File: config.mk
export PLATFORM = sky130hd
export DESIGN_NAME = lsu_mem_port
export DESIGN_NICKNAME = d
export VERILOG_FILES = /design/src/rtl/lsu_mem_port.sv
export SDC_FILE = /design/constraint.sdc
export NUM_CORES = 1
export LEC_CHECK = 0
export CAP_MARGIN = 20
export CORE_ASPECT_RATIO = 1.5
export CORE_MARGIN = 2
export CORE_UTILIZATION = 51
export DETAILED_ROUTE_END_ITERATION = 7
export GPL_TIMING_DRIVEN = 0
export PLACE_DENSITY = 0.85
export SLEW_MARGIN = 20
export SYNTH_ARGS = -nofsm -noshare
export SYNTH_HDL_FRONTEND = slang
export SYNTH_SLANG_ARGS = --single-unit
File: constraint.sdc
create_clock -name clk -period 3.35 [get_ports clk]
set_input_delay 0.67 -clock clk [delete_from_list [all_inputs] [get_ports clk]]
set_output_delay 0.67 -clock clk [all_outputs]
set_load 0.1 [all_outputs]
File: src/rtl/lsu_mem_port.sv
// Load/store unit memory port: one core request at a time, legality check,
// byte-lane steering for stores and lane extraction / extension for loads.
//
// state | meaning
// IDLE  | ready for a core request (t_req_ready=1)
// REQ   | memory request presented, waiting for i_mem_ready
// WAIT  | load issued, waiting for t_mem_valid
// RSP   | response presented, waiting for i_rsp_ready
module lsu_mem_port #(
  parameter int unsigned ADDR_W = 15
) (
  input  logic              clk,
  input  logic              rstf,
  input  logic              t_req_valid,
  output logic              t_req_ready,
  input  logic              t_req_we,
  input  logic [31:0]       t_req_addr,
  input  logic [2:0]        t_req_funct3,
  input  logic [31:0]       t_req_wdata,
  output logic              i_rsp_valid,
  input  logic              i_rsp_ready,
  output logic [31:0]       i_rsp_data,
  output logic              i_rsp_err,
  output logic              i_mem_valid,
  input  logic              i_mem_ready,
  output logic              i_mem_we,
  output logic [ADDR_W-1:0] i_mem_addr,
  output logic [3:0][7:0]   i_mem_data,
  output logic [3:0]        i_mem_mask,
  input  logic              t_mem_valid,
  input  logic [3:0][7:0]   t_mem_data,
  output logic              t_mem_ready
);

  typedef enum logic [1:0] {
    S_IDLE = 2'd0,
    S_REQ  = 2'd1,
    S_WAIT = 2'd2,
    S_RSP  = 2'd3
  } state_t;

  state_t            state_q;
  logic              we_q;
  logic [1:0]        addr_lo_q;
  logic [2:0]        funct3_q;

  logic              rsp_valid_q;
  logic [31:0]       rsp_data_q;
  logic              rsp_err_q;
  logic              mem_valid_q;
  logic              mem_we_q;
  logic [ADDR_W-1:0] mem_addr_q;
  logic [3:0][7:0]   mem_data_q;
  logic [3:0]        mem_mask_q;

  logic              req_err_d;
  logic [3:0][7:0]   mem_data_d;
  logic [3:0]        mem_mask_d;
  logic [31:0]       load_data_d;

  // Legality check and store lane steering, evaluated on the request inputs
  always_comb begin
    logic f3_ok;
    logic misalign;
    logic out_of_range;
    f3_ok        = 1'b0;
    misalign     = 1'b0;
    out_of_range = ((t_req_addr >> ADDR_W) != 32'd0);
    if (t_req_we) begin
      f3_ok = (t_req_funct3 == 3'b000) || (t_req_funct3 == 3'b001) ||
              (t_req_funct3 == 3'b010);
    end else begin
      f3_ok = (t_req_funct3 == 3'b000) || (t_req_funct3 == 3'b001) ||
              (t_req_funct3 == 3'b010) || (t_req_funct3 == 3'b100) ||
              (t_req_funct3 == 3'b101);
    end
    if (t_req_funct3[1:0] == 2'b01) begin
      misalign = t_req_addr[0];
    end else if (t_req_funct3[1:0] == 2'b10) begin
      misalign = (t_req_addr[1:0] != 2'b00);
    end
    req_err_d = !f3_ok || misalign || out_of_range;

    mem_data_d = '0;
    mem_mask_d = 4'b0000;
    if (t_req_we) begin
      case (t_req_funct3[1:0])
        2'b00: begin
          mem_data_d = {4{t_req_wdata[7:0]}};
          mem_mask_d = 4'b0001 << t_req_addr[1:0];
        end
        2'b01: begin
          mem_data_d = {2{t_req_wdata[15:0]}};
          mem_mask_d = t_req_addr[1] ? 4'b1100 : 4'b0011;
        end
        default: begin
          mem_data_d = t_req_wdata;
          mem_mask_d = 4'b1111;
        end
      endcase
    end
  end

  // Load lane extraction from the returned word
  always_comb begin
    logic [7:0]  lane_b;
    logic [15:0] lane_h;
    lane_b = t_mem_data[addr_lo_q];
    lane_h = addr_lo_q[1] ? {t_mem_data[3], t_mem_data[2]}
                          : {t_mem_data[1], t_mem_data[0]};
    case (funct3_q)
      3'b000:  load_data_d = {{24{lane_b[7]}}, lane_b};
      3'b001:  load_data_d = {{16{lane_h[15]}}, lane_h};
      3'b100:  load_data_d = {24'd0, lane_b};
      3'b101:  load_data_d = {16'd0, lane_h};
      default: load_data_d = t_mem_data;
    endcase
  end

  always_ff @(posedge clk or negedge rstf) begin
    if (!rstf) begin
      state_q     <= S_IDLE;
      we_q        <= 1'b0;
      addr_lo_q   <= 2'b00;
      funct3_q    <= 3'b000;
      rsp_valid_q <= 1'b0;
      rsp_data_q  <= 32'd0;
      rsp_err_q   <= 1'b0;
      mem_valid_q <= 1'b0;
      mem_we_q    <= 1'b0;
      mem_addr_q  <= '0;
      mem_data_q  <= '0;
      mem_mask_q  <= 4'b0000;
    end else begin
      case (state_q)
        S_IDLE: begin
          if (t_req_valid) begin
            we_q      <= t_req_we;
            addr_lo_q <= t_req_addr[1:0];
            funct3_q  <= t_req_funct3;
            if (req_err_d) begin
              rsp_valid_q <= 1'b1;
              rsp_err_q   <= 1'b1;
              rsp_data_q  <= 32'd0;
              state_q     <= S_RSP;
            end else begin
              mem_valid_q <= 1'b1;
              mem_we_q    <= t_req_we;
              mem_addr_q  <= t_req_addr[ADDR_W-1:0];
              mem_data_q  <= mem_data_d;
              mem_mask_q  <= mem_mask_d;
              state_q     <= S_REQ;
            end
          end
        end
        S_REQ: begin
          if (i_mem_ready) begin
            mem_valid_q <= 1'b0;
            if (we_q) begin
              rsp_valid_q <= 1'b1;
              rsp_err_q   <= 1'b0;
              rsp_data_q  <= 32'd0;
              state_q     <= S_RSP;
            end else begin
              state_q <= S_WAIT;
            end
          end
        end
        S_WAIT: begin
          if (t_mem_valid) begin
            rsp_valid_q <= 1'b1;
            rsp_err_q   <= 1'b0;
            rsp_data_q  <= load_data_d;
            state_q     <= S_RSP;
          end
        end
        S_RSP: begin
          if (i_rsp_ready) begin
            rsp_valid_q <= 1'b0;
            rsp_err_q   <= 1'b0;
            rsp_data_q  <= 32'd0;
            state_q     <= S_IDLE;
          end
        end
        default: state_q <= S_IDLE;
      endcase
    end
  end

  assign t_req_ready = (state_q == S_IDLE);
  assign t_mem_ready = 1'b1;
  assign i_rsp_valid = rsp_valid_q;
  assign i_rsp_data  = rsp_data_q;
  assign i_rsp_err   = rsp_err_q;
  assign i_mem_valid = mem_valid_q;
  assign i_mem_we    = mem_we_q;
  assign i_mem_addr  = mem_addr_q;
  assign i_mem_data  = mem_data_q;
  assign i_mem_mask  = mem_mask_q;

endmodule

=== Yosys cells after proc, flatten, opt, wreduce, memory -nomap -nowiden ===
Cells that the tools add are included.

* Mux-type cells: 41
* Reductions and logical operators: 19
* Shift operators: 1
* Equality and inequality tests: 19
* Bitwise operators: 1
* Order comparisons: 1

{| class="wikitable"
|+ Operator list
! kind !! number
|-
| one-hot mux 32 bit (4 select lines) || 2
|-
| two-way mux 32 bit || 7
|-
| one-hot mux 32 bit (2 select lines) || 1
|-
| nonzero test 32 bit || 1
|-
| binary-select mux 8 bit (select 2 bit) || 1
|-
| two-way mux 1 bit || 16
|-
| two-way mux 16 bit || 1
|-
| equality test 3 bit (second input constant) || 4
|-
| inequality test 2 bit (second input constant) || 6
|-
| two-way mux 2 bit || 5
|-
| two-way mux 4 bit || 2
|-
| two-way mux 8 bit || 1
|-
| one-hot mux 1 bit (4 select lines) || 2
|-
| one-hot mux 2 bit (4 select lines) || 1
|-
| one-hot mux 4 bit (2 select lines) || 1
|-
| AND reduction 4 bit || 2
|-
| equality test 2 bit (second input constant) || 3
|-
| equality test 3 x 1 -> 1 bit (second input constant) || 2
|-
| logical NOT 3 bit || 2
|-
| logical OR 1 bit || 6
|-
| AND reduction 6 bit || 1
|-
| equality test 2 x 1 -> 1 bit (second input constant) || 2
|-
| logical NOT 2 bit || 2
|-
| nonzero test 2 bit || 2
|-
| 9 further kinds || 9
|}

* Bits in registers: 95
* Bits of input ports: 106
* Word-level logic and storage cells: 97

=== Longest topological paths before layout ===
Gate-level depths: netlist of the first run.

* Depth in word-level cells: 12
* Depth in mapped cells: 9
* Depth with buffers taken out: 6

=== Worst setup path before layout of the first run ===
Ideal clock, no wire load.

* Path type: reg2reg
* From: reg state_q[0]
* To: reg mem_data_q, in the netlist i_mem_data[11]
* Path slack: 446 ps
* Required time: 3222 ps
* Arrival time: 2776 ps
* Stages on the path, launching flop included: 7
* Path buffers: 1
* Cell sequence: dfrtp_1 -> inv_1 -> ha_1 -> nand2_1 -> nor4_4 -> buf_4 -> mux2_1

* Longest elaborated chain between the ends: 2

{| class="wikitable"
|+ Ends and longest elaborated chain
! element !! line !! source
|-
| start, declared || 42 || <nowiki>state_t state_q;</nowiki>
|-
| start signal, assigned || 122 || <nowiki>state_q <= S_IDLE;</nowiki>
|-
| start signal, assigned || 145 || <nowiki>state_q <= S_RSP;</nowiki>
|-
| start signal, assigned || 152 || <nowiki>state_q <= S_REQ;</nowiki>
|-
| logical NOT 2 bit || -- ||
|-
| via t_req_ready || 15 || <nowiki>output logic t_req_ready,</nowiki>
|-
| AND reduction 3 bit (no source line) || -- ||
|-
| end signal, assigned || 150 || <nowiki>mem_data_q <= mem_data_d;</nowiki>
|-
| end, declared || 53 || <nowiki>logic [3:0][7:0] mem_data_q;</nowiki>
|}

The timed path passes the listed nets, and every way through them passes these cells.
A chain may end at the register's enable or synchronous reset.

=== Worst setup path in the final report of the first run ===
* From: in t_req_valid
* To: reg rsp_data_q[11] (netlist: i_rsp_data[11])

* Longest elaborated chain between the ends: 2

{| class="wikitable"
|+ Ends and longest elaborated chain
! element !! line !! source
|-
| start, declared || 14 || <nowiki>input logic t_req_valid,</nowiki>
|-
| inequality test 2 bit (no source line) || -- ||
|-
| AND reduction 6 bit (no source line) || -- ||
|-
| end signal, assigned || 173 || <nowiki>rsp_data_q <= load_data_d;</nowiki>
|-
| end, declared || 48 || <nowiki>logic [31:0] rsp_data_q;</nowiki>
|}

No other way between the ends.

==> results of run 1 <==
## power by group
part	internal [µW]	total [µW]	switching (µW)
Clock	606	1110	508
Combinational	1180	3800	2620
Sequential	1370	1550	177
Total	3150	6460	3310
## sequential cells by signal, summed over array words and instances, names as in the netlist
name and count:
i_rsp_valid 1, i_mem_valid 1, i_rsp_err 1, i_mem_data 32, funct3_q 3, i_mem_mask 4
we_q 1, i_mem_we 1, i_mem_addr 15, addr_lo_q 2, i_rsp_data 32, state_q 2
## cell type report
type                            instances  area (µm²)
Timing Repair Buffer                  193        1950
Buffer                                 63         258
Clock inverter                          7        97.6
Inverter                               41         154
Clock buffer                            9         225
Tap cell                              150         188
Sequential cell                        95        2380
Fill cell                             874        3030
Multi-Input combinational cell        423        3190
## worst min path at each step
stage                     depth (start not counted)             end            from
after floorplan                                   0    addr_lo_q[0]            rstf
after global placement                            1  i_mem_addr[10]  i_mem_addr[10]
after detailed placement                          1  i_mem_data[11]  i_mem_data[11]
after CTS                                         1  i_rsp_data[30]            rstf
after global routing                              1  i_rsp_data[30]            rstf
final                                             1  i_rsp_data[30]            rstf
## per-layer routing
| metal | track usage [%] | vias to the layer above | share of wire [%] |
|---|---|---|---|
| li1 | - | 2755 | - |
| met1 | 36.0 | 2934 | 35 |
| met2 | 58.2 | 298 | 51 |
| met3 | 7.71 | 61 | 8.1 |
| met4 | 20.1 | 0 | 5.8 |
| met5 | 0 | - | 0 |
## logic make-up after synthesis
group	after synthesis	synth area share (%)
compound gates	192	25.5
fa+ha+maj	4	0.837
buf+inv	104	6.89
flops	95	39.8
mux	85	15.1
other cells	1	0.0627
simple gates	141	11.9
## Yosys cell counts (9+ instances only)
library cell	n	area, µm²
mux2_1	36	405
mux2i_1	46	460
a31oi_1	17	106
nand2_1	64	240
nor2b_1	23	144
clkbuf_1	53	199
a21oi_1	9	45.0
a32oi_1	16	140
o21bai_1	15	113
o21ai_0	20	100
o41ai_1	50	438
a41o_1	18	180
inv_1	40	150
dfrtp_1	95	2380
nor2_1	13	48.8
nand2b_1	22	138
## worst register-to-register path, delay by kind of cell, from the launching register on
family                   cells  cell delay [ns]
buffers and inverters        3             0.78
adder cells (fa/ha/maj)      1             0.30
AO/OA/AOI/OAI                2             0.61
flip-flops                   1             0.41
AND/OR/NAND/NOR              2             0.99
## through the flow
step / setup slack, ns / total power [µW] / hold WS [ns] / setup TNS [ns]
after floorplan: 0.446 / 4260 / 0.374 / 0
after global placement: -1.82 / 5210 / 0.468 / -178.26
after detailed placement: -0.191 / 5310 / 0.474 / -0.670
after CTS: 0.171 / 6430 / 0.240 / 0
after global routing: 0.0115 / 6720 / 0.268 / 0
final: 0.128 / 6460 / 0.236 / 0
==> results.cfg, run 1 <==
[yosys]
syn-num-nets = 732
synth_cells = 622
synth_area_um2 = 5980
ys_warn_count = 0
synth_flop_cell = dfrtp_1
syn_area_per_cell_um2 = 9.61
synth.distinct_cells = 52
synth_edf_count = 0
async_reset_ff_share_pct = 100
ys_seq_area_share_pct = 39.8
synth-seq-cells = 95

[min_path]
hp-class = in -> async

[critical_path]
crit_type = in -> reg
reg2reg_from = state_q[0]
startpoint_type = primary input
crit_fanout = 10
worstPathCellList = clkdlybuf4s50_1, nor2b_1, clkbuf_1, nor4_2, clkbuf_1, o311ai_1, o21bai_1
arrival_ns = 3.50
startpoint = t_req_valid
crit_end = i_rsp_data[11]
cp_num_cells = 7
crit_path_end_kind = register
critPathSlowestCell = nor4_2
reg2reg_depth = 8
crit_top_cell = clkbuf_1
cp.required_ns = 3.62
r2r_slack_ns = 0.18
cp_top_family = buffers and inverters
critPathMaxStageDelay_ns = 0.82
timing.rr.end = i_rsp_data[11]
critPathBufInv = 3

[cts]
numCtsBuffers = 9
cts_hold_buffers = 0
cts_tree = yes
clkTransAtPathRegs_ns = 0.07
clk_latency_ns = 0.35
cts.sinks = 95
clock_path_buffers = 2
post_cts_buffers = 0
cts_resized = 0
cts_max_level = 3
cts_root_buf = clkbuf_16

[sta]
clock-skew-final_ns = 0.00489
finalHoldViolCount = 0
slew_headroom_pct = 22.7
setup-violations-final = 0
slew_violations = 0
period_needed_ns = 3.22
worst_pin_slew_ns = 1.16
period_share_pct = 96.2
timing.fmax_mhz = 310
rsz0062_at_grt = no

[job]
cap_viol_max_count = 0

[die]
start_util_pct = 52.1
rows = 48
io_pins = 195
core_um2 = 11500
dieWidth_um = 92.4
dieArea_um2 = 12600
die_y_um = 137

[place]
placed_area_um2 = 8120
io_buffers = 192
dpl.hpwl_um = 16300
gp_congestion = 0.944
dp.cells = 965

[global_route]
grt_pass1_wl_um = 32300
grt_max_degree = 53
track_usage_pct = 33.1
overflow = 0
antenna_found_initial = 0
grt_pass1_vias = 6143

[finish]
fin_area_um2 = 8440
syn2layout_area_growth_pct = 41.3
fin_util_pct = 73.6
fin_cells = 981
layout-drive-gt1-share_pct = 4.33
layout_commonest_cell = clkdlybuf4s50_1
final_cell_mix = 191 x clkdlybuf4s50_1, 95 x dfrtp_1, 64 x nand2_1
antenna_cells = 0
finalNetCount = 936

[detailed_routing]
wire_per_inst_um = 21.4
drtPass1Iterations = 5
drc = 0
vias_per_cell = 6.17
vias = 6048
dr.first_iter.drc_count = 358
ant_nets = 0
finalWirelength_um = 21000

[status]
status = finished clean

[pwr]
p_leak_uw = 0.00354
ir_drop_mv = 0.320
cellPowerDensity_nw_per_um2 = 765
Power figures use the tool's default switching activity.
==> inputs of run 2 (changes only) <==
Settings changed: CORE_MARGIN 2 to default.
Clock period 3.35 ns to 3.95 ns, I/O delays scaled along.
==> results.cfg, run 2 (synthesis gave the netlist of run 1 again) <==
[critical_path]
cp.required_ns = 4.22
worstPathCellList = clkdlybuf4s50_1, nor2b_1, clkbuf_1, nor4_2, clkbuf_1, o2111ai_1, o21bai_1
cp_top_family = buffers and inverters
arrival_ns = 3.57
crit_fanout = 10
startpoint_type = primary input
critPathSlowestCell = nor4_2
crit_type = in -> reg
crit_top_cell = clkbuf_1
crit_path_end_kind = register
critPathBufInv = 3
critPathMaxStageDelay_ns = 0.80

[die]
die_y_um = 135
core_um2 = 11500
rows = 48
dieWidth_um = 90.4
start_util_pct = 52.1
dieArea_um2 = 12200
io_pins = 195

[pwr]
pwr-share-seq_pct = 23.8
ir_drop_mv = 0.242
p_leak_uw = 0.00354
cellPowerDensity_nw_per_um2 = 653
p_sw_uw = 2800
power_frac_comb_pct = 58.2
power_switching_share_pct = 50.6
cellInternalPower_uw = 2730
p_clk_share_pct = 18.0

[detailed_routing]
dr.first_iter.drc_count = 471
vias = 6093
finalWirelength_um = 20700
ant_nets = 0
drtPass1Iterations = 5
drc = 0
vias_per_cell = 6.21
wire_per_inst_um = 21.1

[cts]
cts_resized = 0
clk_latency_ns = 0.35
clock_path_buffers = 2
numCtsBuffers = 9
cts_max_level = 3
cts_tree = yes
clkTransAtPathRegs_ns = 0.08
cts_hold_buffers = 0
cts.sinks = 95
post_cts_buffers = 0
cts_root_buf = clkbuf_16

[global_route]
grt_max_degree = 49
grt_pass1_vias = 6314
track_usage_pct = 34.4
grt_pass1_wl_um = 32400
antenna_found_initial = 0
overflow = 0

[sta]
period_share_pct = 83.5
worst_pin_slew_ns = 1.10
timing.fmax_mhz = 303
finalHoldViolCount = 0
clock-skew-final_ns = 0.00723
slew_violations = 0
rsz0062_at_grt = no
slew_headroom_pct = 26.5
period_needed_ns = 3.30
holdWs_ns = 0.378
setup-violations-final = 0
worst_slack_ns = 0.653

[place]
io_buffers = 192
pre_cts_ws_ns = 0.383
dp.cells = 965
dpl.hpwl_um = 15800
gp_congestion = 0.937

[finish]
fin_cells = 981
syn2layout_area_growth_pct = 41.5
layout_commonest_cell = clkdlybuf4s50_1
layout-drive-gt1-share_pct = 4.33
antenna_cells = 0
finalNetCount = 936
final_cell_mix = 191 x clkdlybuf4s50_1, 95 x dfrtp_1, 64 x nand2_1

[job]
cap_viol_max_count = 0

[status]
status = finished clean

[min_path]
hp-class = in -> async
-- run 2: changes by cell type in the layout (fill, tap and decap cells not counted), sizes merged --
cell,previous run,this run
clkinv,2,1
bufinv,1,2
inv,45,44
clkinvlp,0,1
-- run 2: final cells by class --
cell class | instances | area, µm²
flip-flops and latches | 95 | 2380
repair buffers | 193 | 1950
inverters | 41 | 154
clock inverters | 7 | 113
clock buffers | 9 | 225
plain buffers | 63 | 258
fillers | 825 | 3010
well taps | 150 | 188
multi-input cells | 423 | 3190
-- run 2: per-layer routing --
metal | vias to the layer above | wire length, µm | global-route usage (%)
li1 | 2750 | - | -
met1 | 2940 | 7350 | 35.8
met2 | 334 | 10500 | 62.5
met3 | 69 | 1640 | 8.56
met4 | 0 | 1160 | 20.0
met5 | - | 0 | 0
-- run 2: stage by stage --
stage	power [µW]	instance area [µm²]	util, %	setup TNS (ns)
2_1_floorplan	3610	5980	-	0
3_3_place_gp	4410	8090	70.5	-131.23
6_report	5530	8460	73.7	0
4_1_cts	5500	8460	73.7	0
5_1_grt	5750	8460	73.7	0
3_5_place_dp	4500	8120	70.8	0
-- run 2: path summary, 6_finish.rpt --
check	endpoint	cells after the start	startpoint	slack [ns]
max	i_rsp_data[2]	7	t_req_valid	0.65
min	i_rsp_data[30]	1	rstf	0.38
max reg2reg	i_rsp_data[2]	8	state_q[0]	0.79
min reg2reg	i_mem_data[12]	1	i_mem_data[12]	0.49
max in group asynchronous	i_mem_valid	2	rstf	2.97
min in group clk	i_mem_data[12]	1	i_mem_data[12]	0.49
-- run 2: power by group through the flow --
stage / sequential, µW / clock, µW / combinational [µW]
final: 1310 / 997 / 3210
after global routing: 1330 / 1030 / 3380
after CTS: 1310 / 1000 / 3190
after detailed placement: 1330 / 0 / 3170
after global placement: 1310 / 0 / 3100
after floorplan: 2230 / 0 / 1380
==> inputs of run 3 (changes only) <==
Settings changed: CORE_UTILIZATION 51 to 47, PLACE_DENSITY 0.85 to 0.79.
Clock period 3.95 ns to 3.4 ns, I/O delays scaled along.
==> results.cfg, run 3 (synthesis gave the netlist of run 1 again) <==
[global_route]
track_usage_pct = 31.3
grt_pass1_vias = 6098
grt_max_degree = 56
antenna_found_initial = 0
overflow = 0
grt_pass1_wl_um = 31500

[sta]
worst_pin_slew_ns = 1.13
setup-violations-final = 0
timing.fmax_mhz = 316
period_needed_ns = 3.16
period_share_pct = 93.1
rsz0062_at_grt = no
worst_slack_ns = 0.235
slew_violations = 0
slew_headroom_pct = 24.8
clock-skew-final_ns = 0.0102
finalHoldViolCount = 0

[cts]
cts_max_level = 3
clock_path_buffers = 2
cts_tree = yes
post_cts_buffers = 0
clk_latency_ns = 0.35
cts.sinks = 95
cts_hold_buffers = 0
cts_resized = 0
numCtsBuffers = 9
clkTransAtPathRegs_ns = 0.07
cts_root_buf = clkbuf_16

[critical_path]
critPathBufInv = 3
startpoint_type = primary input
cp_num_cells = 7
crit_top_cell = clkbuf_1
reg2reg_from = state_q[1]
cp_top_family = buffers and inverters
crit_end = i_rsp_data[12]
critPathMaxStageDelay_ns = 0.81
r2r_slack_ns = 0.25
reg2reg_depth = 8
crit_type = in -> reg
crit_path_end_kind = register
cp.required_ns = 3.67
arrival_ns = 3.43
timing.rr.end = i_rsp_data[12]
worstPathCellList = clkdlybuf4s50_1, nor2b_1, clkbuf_1, nor4_2, clkbuf_1, o311ai_1, o21bai_1
startpoint = t_req_valid
crit_fanout = 10
critPathSlowestCell = nor4_2

[detailed_routing]
route.met2.wl_um = 10600
drtPass1Iterations = 5
finalWirelength_um = 20400
dr.first_iter.drc_count = 382
drc = 0
wl_met3_um = 1500
wl_met1_um = 7380
top_layer_used = met4
vias = 6039
vias_per_cell = 6.12
ant_nets = 0
wire_per_inst_um = 20.7

[place]
dpl.hpwl_um = 15900
placed_area_um2 = 8130
pre_cts_ws_ns = -0.0346
io_buffers = 192
gp_congestion = 0.916

[job]
cap_viol_max_count = 0

[pwr]
ir_drop_mv = 0.357
p_leak_uw = 0.00352
cellPowerDensity_nw_per_um2 = 744

[finish]
final_cell_mix = 191 x clkdlybuf4s50_1, 95 x dfrtp_1, 64 x nand2_1
nFillCells = 981
antenna_cells = 0
layout-drive-gt1-share_pct = 4.33
fin_area_um2 = 8430
layout_commonest_cell = clkdlybuf4s50_1
syn2layout_area_growth_pct = 41.0
finalNetCount = 936

[die]
die_y_um = 140
core_um2 = 12400
dieWidth_um = 94.1
dieArea_um2 = 13200
io_pins = 195
start_util_pct = 48.0
rows = 50

[min_path]
hp-class = in -> async

[status]
status = finished clean
[run 3: changes by cell type in the layout (fill, tap and decap cells not counted)]
cell	change
bufinv_16	-2
clkinv_4	+2
inv_6	-1
inv_8	+1
[run 3: final cells by class]
cell class | count | area, µm² | area share, %
Timing Repair Buffer | 193 | 1950 | 23.1
Sequential cell | 95 | 2380 | 28.2
Tap cell | 156 | 195 | 2.32
Buffer | 63 | 258 | 3.06
Clock buffer | 9 | 225 | 2.67
Clock inverter | 7 | 72.6 | 0.861
Multi-Input combinational cell | 423 | 3190 | 37.9
Inverter | 41 | 154 | 1.83
[run 3: through the flow]
step	total power, µW	TNS (ns)	instances	utilization [%]	hold slack (ns)
6_report	6270	0	987	67.7	0.255
5_1_grt	6550	0	987	67.7	0.287
4_1_cts	6230	0	987	67.7	0.261
3_5_place_dp	5220	-0.115	971	65.3	0.474
3_3_place_gp	5130	-183.10	970	65.0	0.467
2_1_floorplan	4190	0	622	-	0.384
[run 3: routing by layer]
metal | vias up | track usage [%]
li1 | 2763 | -
met1 | 2905 | 34.1
met2 | 311 | 55.5
met3 | 60 | 6.89
met4 | 0 | 16.5
met5 | - | 0
[run 3: report_power, final]
part,internal [µW],switching (µW)
clock,519,500
combinational,1160,2560
sequential,1350,180
total,3030,3250
[run 3: worst min-delay path by stage]
stage                        start        endpoint  slack, ns  cells after the start
detailed placement   i_mem_addr[2]   i_mem_addr[2]       0.47                      1
global placement    i_mem_data[13]  i_mem_data[13]       0.47                      1
global route                  rstf  i_mem_data[29]       0.29                      1
CTS                           rstf   i_mem_data[5]       0.26                      1
floorplan                     rstf    addr_lo_q[0]       0.38                      0
finish                        rstf  i_rsp_data[25]       0.26                      1
[run 3: worst reg2reg max path, cell delays in order, from the launching register on]
cell and delay [ns]:
dfrtp_1 0.43, inv_1 0.11, ha_1 0.28, nor2b_1 0.16, clkbuf_1 0.22, nor4_2 0.81, clkbuf_1 0.50, o311ai_1 0.33
o21bai_1 0.21
==> RTL edit (settings of run 1) <==
Re-encode `state_t` (4 states) as one-hot, 4 bits wide.
--- a/src/rtl/lsu_mem_port.sv
+++ b/src/rtl/lsu_mem_port.sv
@@ -34,7 +34,7 @@
 
-  typedef enum logic [1:0] {
-    S_IDLE = 2'd0,
-    S_REQ  = 2'd1,
-    S_WAIT = 2'd2,
-    S_RSP  = 2'd3
+  typedef enum logic [3:0] {
+    S_IDLE = 4'b0001,
+    S_REQ  = 4'b0010,
+    S_WAIT = 4'b0100,
+    S_RSP  = 4'b1000
   } state_t;
Check against the original RTL: same outputs for any inputs over 4 cycles, from zero or initial values and one cycle with rstf low; so few cycles prove little.
==> RTL edit against run 1 <==
  * Cell area is 13% lower
  * First-iteration DRC count is 24% lower
  * Final cell count is 17% lower
  * Highest routed layer unchanged
  * Routed wire length is 28% lower
  * Non-clock buffer count is 27 lower
  * Sequential cell count is 2 higher
  * Synthesized area is 17% lower
  * Largest cell class is now registers
  * Setup slack better by 0.0061 ns
Power is not compared: it rests on default switching activity, and its combinational part moved more than twofold at a synthesized area within 25%.
==> RTL edit: results (changes against run 1) <==
metric	value	unit	change
drt wl/cell	18.5	um	was 21.4 um
placed cell count	802		was 965
multiplexer share of the synthesized area	0.202		was 0.151
crit-path max cell delay	1.22	ns	was 0.82 ns
inverters	14		was 41
Multi-input comb cells	347		was 423
peak fanout along the critical path	7		was 10
Post-synth top cells	113 x nand2_1, 96 x dfrtp_1, 49 x o21ai_0		was 95 x dfrtp_1, 64 x nand2_1, 53 x clkbuf_1
first-pass GRT wire length	24000	um	was 32300 um
Total GRT Usage	0.288		was 0.331
Worst-Margin Slew	1.03	ns	was 1.16 ns
synthesized instance count	493		was 622
met3 wire len	1330	um	was 1710 um
DP Worst Slack	0.303	ns	was -0.191 ns
number of global-route vias before repair	4877		was 6143
grt met2 use	0.511		was 0.582
syn nets	599		was 732
total clock sinks	97		was 95
outcome	completed		unchanged
largest net degree at the start of global routing	74		was 53
Synth Area in Compound Gates	0.124		was 0.255
FF/Latch Area	0.00243	mm^2	was 0.00238 mm^2
metal1 wirelength	5350	um	was 7460 um
worst clock skew	0.00917	ns	was 0.00489 ns
metal2 WL	7870	um	was 10700 um
==> RTL edit: critical path, delay by kind of cell, from the launching register on <==
family | cells | cell delay (ns)
buf+inv | 1 | 1.22
flops | 1 | 0.59
simple gates | 1 | 0.40
==> RTL edit: final timing paths <==
check / slack [ns] / start / end / depth (start not counted)
max: 0.13 / state_q[0] / t_req_ready / 2
min: 0.18 / rstf / i_rsp_data[8] / 1
max reg2reg: 0.67 / addr_lo_q[1] / i_rsp_data[31] / 7
min reg2reg: 0.49 / i_rsp_data[31] / i_rsp_data[31] / 1
max in group asynchronous: 2.53 / rstf / i_mem_data[14] / 2
min in group clk: 0.49 / i_rsp_data[31] / i_rsp_data[31] / 1
==> RTL edit: kinds of logic (layout without fill, tap and decap cells) <==
logic type | after synthesis | after routing
compound gates | 107 | 107
buf+inv | 49 | 259
flops | 97 | 97
mux | 85 | 85
other cells | 1 | 1
simple gates | 154 | 154
